$ cat src/rtl/int_alu_pkg.sv
// int_alu_pkg: shared types and defaults for the int_alu operand issue path.
//   DEF_DATA_WIDTH / DEF_TAG_WIDTH : default operand and tag widths
//   issue_state_t                  : issue FSM states (IDLE, SETTLE, HOLD)
//   req_t                          : queued multiply request {plier, cand, tag}
package int_alu_pkg;

    localparam int unsigned DEF_DATA_WIDTH = 32;
    localparam int unsigned DEF_TAG_WIDTH  = 4;

    typedef enum logic [1:0] {
        IDLE   = 2'd0,
        SETTLE = 2'd1,
        HOLD   = 2'd2
    } issue_state_t;

    typedef struct packed {
        logic [DEF_DATA_WIDTH-1:0] plier;
        logic [DEF_DATA_WIDTH-1:0] cand;
        logic [DEF_TAG_WIDTH-1:0]  tag;
    } req_t;

endpackage

$ cat src/rtl/int_mult_opq.sv
// int_mult_opq: synchronous operand FIFO for int_mult_issue.
//   clk, rst   : clock, synchronous active-high reset (clears pointers/count)
//   push       : write push_data when not full
//   pop        : advance head when not empty; pop_data is the current head
//   full/empty : occupancy flags
//   count      : current occupancy, 0..DEPTH
// DEPTH must be a power of two so the pointers wrap naturally.
module int_mult_opq
    import int_alu_pkg::*;
#(
    parameter type         entry_t = req_t,
    parameter int unsigned DEPTH   = 4
) (
    input  logic                     clk,
    input  logic                     rst,
    input  logic                     push,
    input  entry_t                   push_data,
    input  logic                     pop,
    output entry_t                   pop_data,
    output logic                     full,
    output logic                     empty,
    output logic [$clog2(DEPTH):0]   count
);

    localparam int unsigned AW = $clog2(DEPTH);
    localparam int unsigned CW = AW + 1;

    entry_t          mem [DEPTH];
    logic [AW-1:0]   wr_ptr;
    logic [AW-1:0]   rd_ptr;
    logic            do_push;
    logic            do_pop;

    assign full     = (count == CW'(DEPTH));
    assign empty    = (count == '0);
    assign do_push  = push && !full;
    assign do_pop   = pop && !empty;
    assign pop_data = mem[rd_ptr];

    always_ff @(posedge clk) begin
        if (do_push) begin
            mem[wr_ptr] <= push_data;
        end
    end

    always_ff @(posedge clk) begin
        if (rst) begin
            wr_ptr <= '0;
            rd_ptr <= '0;
            count  <= '0;
        end else begin
            if (do_push) wr_ptr <= wr_ptr + AW'(1);
            if (do_pop)  rd_ptr <= rd_ptr + AW'(1);
            case ({do_push, do_pop})
                2'b10:   count <= count + CW'(1);
                2'b01:   count <= count - CW'(1);
                default: count <= count;
            endcase
        end
    end

endmodule

$ cat src/rtl/int_mult_issue.sv
// int_mult_issue: operand issue stage in front of the combinational int_mult.
// Buffers tagged requests, holds each operand pair at the multiplier for
// SETTLE_CYCLES cycles, then samples the product and returns it in order.
//   clk, rst                     : clock, synchronous active-high reset
//   in_valid/in_ready            : request handshake (in_plier, in_cand, in_tag)
//   mult_plier/mult_cand         : registered operands to int_mult
//   mult_result                  : product from int_mult
//   out_valid/out_ready          : result handshake (out_result, out_tag)
//   busy                         : FSM not IDLE or FIFO non-empty
//   count                        : FIFO occupancy
// Optional macro INT_MULT_ISSUE_STATS_EN adds saturating counters:
//   stat_issued : result handshakes
//   stat_stall  : cycles with in_valid && !in_ready
module int_mult_issue
    import int_alu_pkg::*;
#(
    parameter int unsigned DATA_WIDTH    = DEF_DATA_WIDTH,
    parameter int unsigned TAG_WIDTH     = DEF_TAG_WIDTH,
    parameter int unsigned DEPTH         = 4,
    parameter int unsigned SETTLE_CYCLES = 2
) (
    input  logic                      clk,
    input  logic                      rst,
    input  logic                      in_valid,
    output logic                      in_ready,
    input  logic [DATA_WIDTH-1:0]     in_plier,
    input  logic [DATA_WIDTH-1:0]     in_cand,
    input  logic [TAG_WIDTH-1:0]      in_tag,
    output logic [DATA_WIDTH-1:0]     mult_plier,
    output logic [DATA_WIDTH-1:0]     mult_cand,
    input  logic [DATA_WIDTH-1:0]     mult_result,
    output logic                      out_valid,
    input  logic                      out_ready,
    output logic [DATA_WIDTH-1:0]     out_result,
    output logic [TAG_WIDTH-1:0]      out_tag,
    output logic                      busy,
    output logic [$clog2(DEPTH):0]    count
`ifdef INT_MULT_ISSUE_STATS_EN
   ,output logic [31:0]               stat_issued,
    output logic [31:0]               stat_stall
`endif
);

    localparam int unsigned SCW = (SETTLE_CYCLES > 1) ? $clog2(SETTLE_CYCLES) : 1;

    // Same layout as req_t, but sized by this instance's parameters.
    typedef struct packed {
        logic [DATA_WIDTH-1:0] plier;
        logic [DATA_WIDTH-1:0] cand;
        logic [TAG_WIDTH-1:0]  tag;
    } opq_entry_t;

    issue_state_t          state;
    logic [SCW-1:0]        settle_cnt;
    logic [TAG_WIDTH-1:0]  cur_tag;
    opq_entry_t            push_data;
    opq_entry_t            head;
    logic                  fifo_full;
    logic                  fifo_empty;
    logic                  pop;

    assign push_data = '{plier: in_plier, cand: in_cand, tag: in_tag};
    assign in_ready  = !fifo_full;
    assign busy      = (state != IDLE) || !fifo_empty;

    // Pop from IDLE, or straight out of HOLD on a handshake so back-to-back
    // requests skip the IDLE bubble.
    assign pop = !fifo_empty && ((state == IDLE) || ((state == HOLD) && out_ready));

    int_mult_opq #(
        .entry_t (opq_entry_t),
        .DEPTH   (DEPTH)
    ) u_opq (
        .clk       (clk),
        .rst       (rst),
        .push      (in_valid),
        .push_data (push_data),
        .pop       (pop),
        .pop_data  (head),
        .full      (fifo_full),
        .empty     (fifo_empty),
        .count     (count)
    );

    always_ff @(posedge clk) begin
        if (rst) begin
            state      <= IDLE;
            settle_cnt <= '0;
            cur_tag    <= '0;
            mult_plier <= '0;
            mult_cand  <= '0;
            out_valid  <= 1'b0;
            out_result <= '0;
            out_tag    <= '0;
        end else begin
            case (state)
                IDLE: begin
                    if (pop) begin
                        mult_plier <= head.plier;
                        mult_cand  <= head.cand;
                        cur_tag    <= head.tag;
                        settle_cnt <= SCW'(SETTLE_CYCLES - 1);
                        state      <= SETTLE;
                    end
                end
                SETTLE: begin
                    if (settle_cnt != '0) begin
                        settle_cnt <= settle_cnt - SCW'(1);
                    end else begin
                        out_result <= mult_result;
                        out_tag    <= cur_tag;
                        out_valid  <= 1'b1;
                        state      <= HOLD;
                    end
                end
                HOLD: begin
                    if (out_ready) begin
                        out_valid <= 1'b0;
                        if (pop) begin
                            mult_plier <= head.plier;
                            mult_cand  <= head.cand;
                            cur_tag    <= head.tag;
                            settle_cnt <= SCW'(SETTLE_CYCLES - 1);
                            state      <= SETTLE;
                        end else begin
                            state <= IDLE;
                        end
                    end
                end
                default: begin
                    state     <= IDLE;
                    out_valid <= 1'b0;
                end
            endcase
        end
    end

`ifdef INT_MULT_ISSUE_STATS_EN
    always_ff @(posedge clk) begin
        if (rst) begin
            stat_issued <= '0;
            stat_stall  <= '0;
        end else begin
            if (out_valid && out_ready && (stat_issued != '1)) begin
                stat_issued <= stat_issued + 32'd1;
            end
            if (in_valid && !in_ready && (stat_stall != '1)) begin
                stat_stall <= stat_stall + 32'd1;
            end
        end
    end
`endif

endmodule

$ cat config.mk
export PLATFORM = sky130hd
export DESIGN_NAME = int_mult_issue
export DESIGN_NICKNAME = d
export VERILOG_FILES = /design/src/rtl/int_alu_pkg.sv /design/src/rtl/int_mult_opq.sv /design/src/rtl/int_mult_issue.sv
export SDC_FILE = /design/constraint.sdc
export NUM_CORES = 1
export LEC_CHECK = 0
export ABC_AREA = 1
export ABC_CLOCK_PERIOD_IN_PS = 9310
export CORE_MARGIN = 10
export CORE_UTILIZATION = 50
export DETAILED_ROUTE_END_ITERATION = 7
export PLACE_DENSITY = 0.7
export SYNTH_ARGS = -nofsm -noshare
export SYNTH_HDL_FRONTEND = slang
export SYNTH_SLANG_ARGS = --single-unit
$ cat constraint.sdc
create_clock -name clk -period 9.31 [get_ports clk]
set_input_delay 1.3965 -clock clk [delete_from_list [all_inputs] [get_ports clk]]
set_output_delay 1.3965 -clock clk [all_outputs]
set_load 0.02 [all_outputs]
# == After elaboration in Yosys (flattened, before gate mapping) ==
# Memory sizes are Yosys's and may differ from the RTL's. A register that Yosys moved wholly into a read port is not among the register bits.
# Index checks and enable logic that the tools add are counted.
# totals
mem_bits_rw,272
output_inout_bits,106
ff_bits,115
mem_count,1
# memory_table
memory,depth,word_bits,read_ports,rd_ports_with_merged_regs,wr,line,rtl
u_opq.mem,4,68,1,1,1,int_mult_opq.sv:28,entry_t mem [DEPTH];
# op_classes
reduce_logical,19
addsub,5
n_mux,26
n_eq_ne,8
bitwise,2
# op_table
op,count
two-way mux 32 bit,4
case mux 32 bit (2 select lines),2
two-way mux 2 bit,5
two-way mux 1 bit,8
two-way mux 4 bit,2
case mux 4 bit (2 select lines),1
case mux 1 bit (3 select lines),2
case mux 2 bit (3 select lines),1
case mux 3 bit (2 select lines),1
AND reduction 2 bit,3
AND reduction 3 bit,2
nonzero test 2 bit,3
adder 2 x 1 -> 2 bit (second input constant),2
equality test 2 x 1 -> 1 bit (second input constant),2
equality test 2 bit (second input constant),2
logical AND 1 bit,4
!= test 2 bit (second input constant),2
adder 3 x 1 -> 3 bit (second input constant),1
equality test 3 bit (second input constant),1
zero test 3 bit,1
nonzero test 3 bit,1
subtractor 3 x 1 -> 3 bit (second input constant),1
zero test 1 bit,2
zero test 2 bit,1
other kinds (4),6

# == Longest topological paths before layout ==
# Gate-level depths: netlist (run 1).
# logic_depth
depth_word,7
depth_mapped,11

# == Modules after synthesis ==
# From an unflattened synthesis (run 1), not the netlist that was laid out.
# hier_totals
cells_unflattened,1207
hier_area_um2,14353.8
# modules_own_cells
module,cells_per_inst,seq_area_each_um2,area_each_um2,n_inst
int_mult_opq,727,8348.0,10546.4,1
int_mult_issue,480,2162.1,3807.4,1

# == Worst setup path before layout (run 1) ==
# Ideal clock, no wire load.
# synth_path
kind,input port to flip-flop
startpoint,input in_valid
endpoint,"memory u_opq.mem[0][0] (netlist name), enable pin"
setup_ns,0.495
stages,2
slack_ns,4.415
arrival_ns,4.401
cell_sequence,nand2_1 > nor2_1
# synth_between
elab_chain_cells,3
# synth_lines
element,line,rtl
from (decl),int_mult_issue.sv:24,"input logic in_valid,"
logical AND 1 bit,int_mult_opq.sv:36,assign do_push = push && !full;
two-way mux 1 bit,int_mult_opq.sv:41,if (do_push) begin
two-way mux 1 bit (not written as such),int_mult_opq.sv:42,mem[wr_ptr] <= push_data;
to (decl),int_mult_opq.sv:28,
# No other way between the ends.

# == Final worst setup path (run 1) ==
# layout_path
startpoint,input in_valid
endpoint,"memory u_opq.mem[1][60] (netlist name), enable pin"
# Same word-level chain as after synthesis.

==> out/qor.yml, run 1 <==
setup.worst_path.end_class: "register"
clock_latency_ns: 0.53
synth_cell_types: 22
synth_seq_cells: 389
switching_share: 0.352
final_layout_size_suffix_gt1_frac: 0.0455
maxCapViolCount: 0
ctsHoldBuffers: 0
grt_pass1_vias: 10946
combPwrFrac: 0.332
syn_avg_cell_area_sq_um: 9.23
vias_per_cell: 4.77
skew_ns: 0.0138
hp-class: "reg -> reg"
final.setup.tns_ns: 0
path_clk_slew_ns: 0.06
max-slew-margin-rel: 0.165
cts_buffer_depth: 3
cts_tree: "done"
reg2reg_slack_ns: 6.35
post_cts_buffers: 0
ios: 210
gr-total-overflow: 0
slowest_stage: "nor2_4"
antenna_found_initial: 3
area_delta_synth_final_pct: 23.1
fp.dieH_microns: 199
grt_start_max_net_pins: 91
core_sq_um: 31600
die-width_microns: 199
cts_root_buf: "clkbuf_16"
max_freq_mhz: 278
cp_data_required_time_ns: 9.47
path_class: "in -> reg"
rsz0062_at_grt: "no"
cts_buffers: 41
power_switching_uw: 2070
tightest_slew_ns: 1.25
die_area_sq_um: 39700
nNetsFinal: 2034
slowest_delay_ns: 0.92
worstHoldEndpoint: "out_valid$_SDFFE_PP0P_"
cp-start-kind: "primary input"
finalCritPeriodShare: 0.387
final.min_clock_period_ns: 3.60
ant_nets: 0
dp_hpwl_mm: 21.7
path_max_fanout: 38
num_vias: 11262
final-instance-count-excl-fill: 2361
wire_per_inst_microns: 15.4
p_int_uw: 3830
r2r-end: "u_opq.mem[1][60]$_DFFE_PP_"
hold_viol: 0
outcome: "finished, final reports clean"
drt-total-wl_mm: 36.3
seq_area_frac_synth: 0.654
arrival_ns: 3.76
drt_pass1_iterations: 5
cts.sinks: 389
grtUsageTotal: 0.179
r2r_cells: 5
synthCells: 1742
worst-path-buf-inv: 2
drv_slew: 0
p_leak_uw: 0.00876
initial_core_util: 0.508
syn_nets: 1852
p_seq_frac: 0.390
powerDensity_nw_per_um2: 298
hp-start: "out_valid$_SDFFE_PP0P_"
netlist_area_sq_um: 16100
pwr-share-clk: 0.278
ir_drop_mv: 0.196
setup_viol: 0
reg2reg_from: "u_opq.count[0]$_SDFFE_PP0P_"
drc: 0
cts_resized: 0
yosys_warnings: 0
post-place-cells: 2283
portBuffers: 209
critPathTopFamily: "simple AND/OR/NAND/NOR gates"
grt_pass1_wl_mm: 56.7
htreeDepth: 2
n_fill_cell: 2560
gp_congestion: 0.815
path_depth: 4
path_cells: "clkdlybuf4s50_1, nand2_1, nor2_4, buf_4"
drt_iter0_markers: 591
holdPathStages: 2
num_rows: 65
kinds of logic (layout without fill, tap and decap cells):
| family | count (synthesis) | count (layout) | synth area share |
|---|---|---|---|
| other | 0 | 2 | 0 |
| and+or+nand+nor | 854 | 854 | 0.215 |
| adders and majority gates | 6 | 6 | 0.00514 |
| DFF | 389 | 389 | 0.654 |
| buffers and inverters | 442 | 657 | 0.110 |
| AOI/OAI and AO/OA | 51 | 51 | 0.0162 |
layout by cell type (no fill, tap or decap), types with 2 or more instances in the layout:
| cell | count |
|---|---|
| inv_1 | 356 |
| a21oi_1 | 45 |
| clkdlybuf4s50_1 | 209 |
| edfxtp_1 | 272 |
| o21ai_0 | 4 |
| clkbuf_16 | 44 |
| dfxtp_1 | 115 |
| clkbuf_1 | 9 |
| nand3_1 | 178 |
| clkinv_2 | 4 |
| buf_4 | 13 |
| nor2_4 | 4 |
| dfxtp_4 | 2 |
| clkinv_1 | 5 |
| clkbuf_8 | 9 |
| inv_2 | 2 |
| bufinv_16 | 2 |
| nand2_1 | 526 |
| diode_2 | 2 |
| ha_1 | 5 |
| nor2_1 | 140 |
| clkinvlp_4 | 2 |
worst max-delay path by stage:
stage | start | slack [ns] | endpoint
2_1_floorplan | in_valid | 4.41 | u_opq.mem[0][0]$_DFFE_PP_
6_report | in_valid | 5.71 | u_opq.mem[1][60]$_DFFE_PP_
3_5_place_dp | in_valid | 5.13 | u_opq.mem[1][62]$_DFFE_PP_
3_3_place_gp | in_valid | 5.14 | u_opq.mem[1][60]$_DFFE_PP_
5_1_grt | in_valid | 5.57 | u_opq.mem[2][59]$_DFFE_PP_
4_1_cts | in_valid | 5.66 | u_opq.mem[1][8]$_DFFE_PP_
metal layers:
layer	share of wire	vias to the layer above	track usage
met5	0.00050	-	0
met4	0.015	2	0.0446
met3	0.062	48	0.0405
met2	0.48	278	0.308
met1	0.44	5212	0.222
li1	-	5722	-
cell usage after synthesis:
| cell | number | area (sq um) |
|---|---|---|
| nand2_1 | 526 | 1970 |
| inv_1 | 356 | 1340 |
| edfxtp_1 | 272 | 8170 |
| nand3_1 | 178 | 891 |
| nor2_1 | 145 | 544 |
| dfxtp_1 | 117 | 2340 |
| a21oi_1 | 45 | 225 |
| buf_2 | 39 | 195 |
| clkbuf_1 | 32 | 120 |
| buf_4 | 9 | 67.6 |
| ha_1 | 5 | 62.6 |
| o21ai_0 | 4 | 20.0 |
| buf_6 | 3 | 33.8 |
| inv_2 | 3 | 11.3 |
| a21oi_2 | 1 | 8.76 |
| a31oi_1 | 1 | 6.26 |
| fa_1 | 1 | 20.0 |
| nand2_2 | 1 | 6.26 |
| nand3b_1 | 1 | 7.51 |
| nand3b_4 | 1 | 20.0 |
| nand4_1 | 1 | 6.26 |
| or2_2 | 1 | 6.26 |
metrics by stage:
step / instance area (sq um) / total power [uW] / util / setup WS, ns / hold slack (ns)
after floorplan: 16100 / 3660 / - / 4.41 / 0.454
after global placement: 18400 / 4260 / 0.581 / 5.14 / 0.444
after detailed placement: 18400 / 4310 / 0.581 / 5.13 / 0.452
after CTS: 19800 / 5960 / 0.625 / 5.66 / 0.462
after global routing: 19800 / 6270 / 0.625 / 5.57 / 0.474
final: 19800 / 5900 / 0.625 / 5.71 / 0.459
power groups by stage:
stage,Clock (uW),Sequential (uW),Combinational [uW]
5_1_grt,1740,2330,2200
4_1_cts,1670,2300,1980
6_report,1640,2300,1960
3_3_place_gp,0,2330,1930
3_5_place_dp,0,2340,1970
2_1_floorplan,0,2450,1220
worst reg2reg max path, delay by kind of cell (launching register included):
family / cells / cell delay (ns)
buf+inv: 2 / 0.76
flops: 1 / 0.43
simple gates: 3 / 1.39
cell type report:
cell class | instances | area (sq um) | area share
clock inverter | 14 | 123 | 0.00620
sequential | 389 | 10500 | 0.532
clock buffer | 62 | 1260 | 0.0636
timing repair buffer | 222 | 2190 | 0.111
antenna | 2 | 5.00 | 0.000253
multi-input combinational | 911 | 3840 | 0.194
tap | 402 | 503 | 0.0254
inverter | 359 | 1350 | 0.0682
state kept, by name, summed over array words and instances, names as in the netlist, named ones only:
| register | count |
|---|---|
| out_result | 32 |
| cur_tag | 4 |
| u_opq.mem | 272 |
| settle_cnt | 1 |
| u_opq.rd_ptr | 2 |
| mult_cand | 32 |
| u_opq.wr_ptr | 2 |
| out_tag | 4 |
| u_opq.count | 3 |
| mult_plier | 32 |
| out_valid | 1 |
| state | 2 |
(Power assumes the default switching activity.)
==> run 2, diff against run 1 <==
--- a/config.mk
+++ b/config.mk
@@ -6,7 +6,7 @@
 export NUM_CORES = 1
 export LEC_CHECK = 0
 export ABC_AREA = 1
-export ABC_CLOCK_PERIOD_IN_PS = 9310
+export ABC_CLOCK_PERIOD_IN_PS = 3600
 export CORE_MARGIN = 10
 export CORE_UTILIZATION = 50
 export DETAILED_ROUTE_END_ITERATION = 7
==> constraint.sdc (replaced) <==
create_clock -name clk -period 3.6 [get_ports clk]
set_input_delay 0.54 -clock clk [delete_from_list [all_inputs] [get_ports clk]]
set_output_delay 0.54 -clock clk [all_outputs]
set_load 0.02 [all_outputs]
==> run 2 against run 1 <==
Final cell count barely moved; largest power group unchanged; count of clock-buffer cells in the layout fell by 4; non-clock buffer count up 3; sequential cell count stayed put; clock power rose by 150%; register-to-register slack lost 5.2 ns; global-route usage increased by 0.28 points; sequential share of layout area decreased by 0.10 points; critical endpoint is now busy.
==> out/qor.yml, run 2 (same netlist as run 1, synthesis figures left out) <==
maxCapViolCount: 0  # unchanged
fin_util: 0.626  # +0.00119
reg2reg_from: "u_opq.count[0]$_SDFFE_PP0P_"
hold_viol: 0  # unchanged
antenna_found_initial: 2  # -1
grt_start_max_net_pins: 140  # +54%
outcome: "finished, final reports clean"
path_class: "reg -> out"
r2r-end: "u_opq.count[2]$_SDFFE_PP0P_"
largest_register_ffs: 272  # unchanged
grt_pass1_wl_mm: 57.6  # +1.5%
drt_iter0_markers: 623  # +5.4%
portBuffers: 209  # unchanged
final_cell_mix: "nand2_1, inv_1, edfxtp_1"
ir_drop_mv: 0.747  # +280%
ios: 210  # unchanged
initial_core_util: 0.508  # unchanged
cp-start-kind: "register"
drc: 0  # unchanged
multi_input_comb_area_sq_um: 3840  # unchanged
num_vias: 11305  # +0.38%
gr-total-overflow: 0  # unchanged
max-slew-margin-rel: 0.173  # +0.00798
regMostFlops: "u_opq.mem"
crit_end: "busy"
powerDensity_nw_per_um2: 766  # +160%
final_layout_size_suffix_gt1_frac: 0.0449  # -0.000557
wire_per_inst_microns: 15.4  # +0.32%
cts_buffers: 41  # unchanged
cts_tree: "done"
post-place-cells: 2286  # +0.13%
vias_per_cell: 4.79  # +0.34%
drt-total-wl_mm: 36.5  # +0.37%
area_delta_synth_final_pct: 23.3
setup_viol: 0  # unchanged
power_uw: 15200  # +160%
htreeDepth: 2  # unchanged
cp_data_required_time_ns: 3.06  # -6.41 ns
p_leak_uw: 0.00878  # +0.23%
holdWs_ns: 0.459  # +0.000427 ns
rsz0062_at_grt: "no"
max_freq_mhz: 403
drt_pass1_iterations: 4  # -1
postPlaceCellArea_sq_um: 18500  # +0.53%
fp.dieH_microns: 199  # unchanged
nNetsFinal: 2037  # +0.15%
grtUsageTotal: 0.181  # +0.00277
final-instance-count-excl-fill: 2362  # +0.042%
final.min_clock_period_ns: 2.48
cts_root_buf: "clkbuf_16"
dp_hpwl_mm: 21.2  # -2.4%
path_clk_slew_ns: 0.06  # about the same
arrival_ns: 1.94  # -1.82 ns
layout_commonest_cell: "nand2_1"
seq_area_sq_um: 10500  # unchanged
hp-class: "reg -> reg"
die-width_microns: 199  # unchanged
die_area_sq_um: 39700  # unchanged
r2r_cells: 9  # +4
grt_pass1_vias: 11070  # +1.1%
cts_buffer_depth: 3  # unchanged
finalCritPeriodShare: 0.690
drv_slew: 0  # unchanged
gp_congestion: 0.841  # +3.2%
ctsHoldBuffers: 0  # unchanged
clock_latency_ns: 0.52  # about the same
n_fill_cell: 2562  # +0.078%
core_sq_um: 31600  # unchanged
cts_resized: 0  # unchanged
ant_nets: 0  # unchanged
post_cts_buffers: 0  # unchanged
skew_ns: 0.0103  # -0.00356 ns
tightest_slew_ns: 1.24  # -0.0119 ns
cts.sinks: 389  # unchanged
fin_area_sq_um: 19800  # +0.19%
crit_start: "u_opq.count[0]$_SDFFE_PP0P_"
setup.worst_path.end_class: "output pin"
reg2reg_slack_ns: 1.18  # -5.17 ns
path_max_fanout: 5  # -87%
num_rows: 65  # unchanged
run 2: cell count changes in the layout (fill, tap and decap cells not counted), sizes merged:
cell      previous run  this run
clkbuf              62        58
clkinv               9        13
buf                 13        16
clkinvlp             2         1
diode                2         1
run 2: per-layer routing:
layer  track usage  wire length [microns]  vias up
li1              -                      -     5724
met1         0.228                  15600     5247
met2         0.313                  17900      297
met3        0.0392                   2500       35
met4        0.0415                    417        2
met5             0                     18        -
run 2: how the worst min path moves through the flow:
stage                                           start                     endpoint  cells after the start
final                      out_result[3]$_SDFFE_PP0P_   out_result[3]$_SDFFE_PP0P_                      2
after global routing      out_result[20]$_SDFFE_PP0P_  out_result[20]$_SDFFE_PP0P_                      2
after CTS                  out_result[4]$_SDFFE_PP0P_   out_result[4]$_SDFFE_PP0P_                      2
after detailed placement   out_result[4]$_SDFFE_PP0P_   out_result[4]$_SDFFE_PP0P_                      2
after global placement        out_tag[2]$_SDFFE_PP0P_      out_tag[2]$_SDFFE_PP0P_                      2
after floorplan               settle_cnt$_SDFFE_PP0P_        state[0]$_SDFFE_PP0P_                      2
run 2: layout make-up:
type	count	area share
Inverter	359	0.0681
Clock buffer	58	0.0602
Antenna cell	1	0.000126
Clock inverter	17	0.00657
Sequential cell	389	0.531
Timing Repair Buffer	225	0.115
Tap cell	402	0.0254
Multi-Input combinational cell	911	0.194
run 2: metrics by stage:
stage | setup TNS (ns) | setup slack [ns]
2_1_floorplan | -232.82 | -0.856
3_3_place_gp | 0 | 0.914
3_5_place_dp | 0 | 0.883
4_1_cts | 0 | 1.08
5_1_grt | 0 | 1.01
6_report | 0 | 1.12
run 2: worst max-delay path, stage by stage (launching register included):
cell	delay, ns
dfxtp_1	0.43
inv_1	0.12
nand3b_4	0.11
nand3b_1	0.13
clkdlybuf4s50_1	0.64
run 2: power breakdown:
part	switching [uW]	internal [uW]	total [uW]
sequential	294	5520	5810
combinational	3410	1880	5290
clock	1630	2450	4080
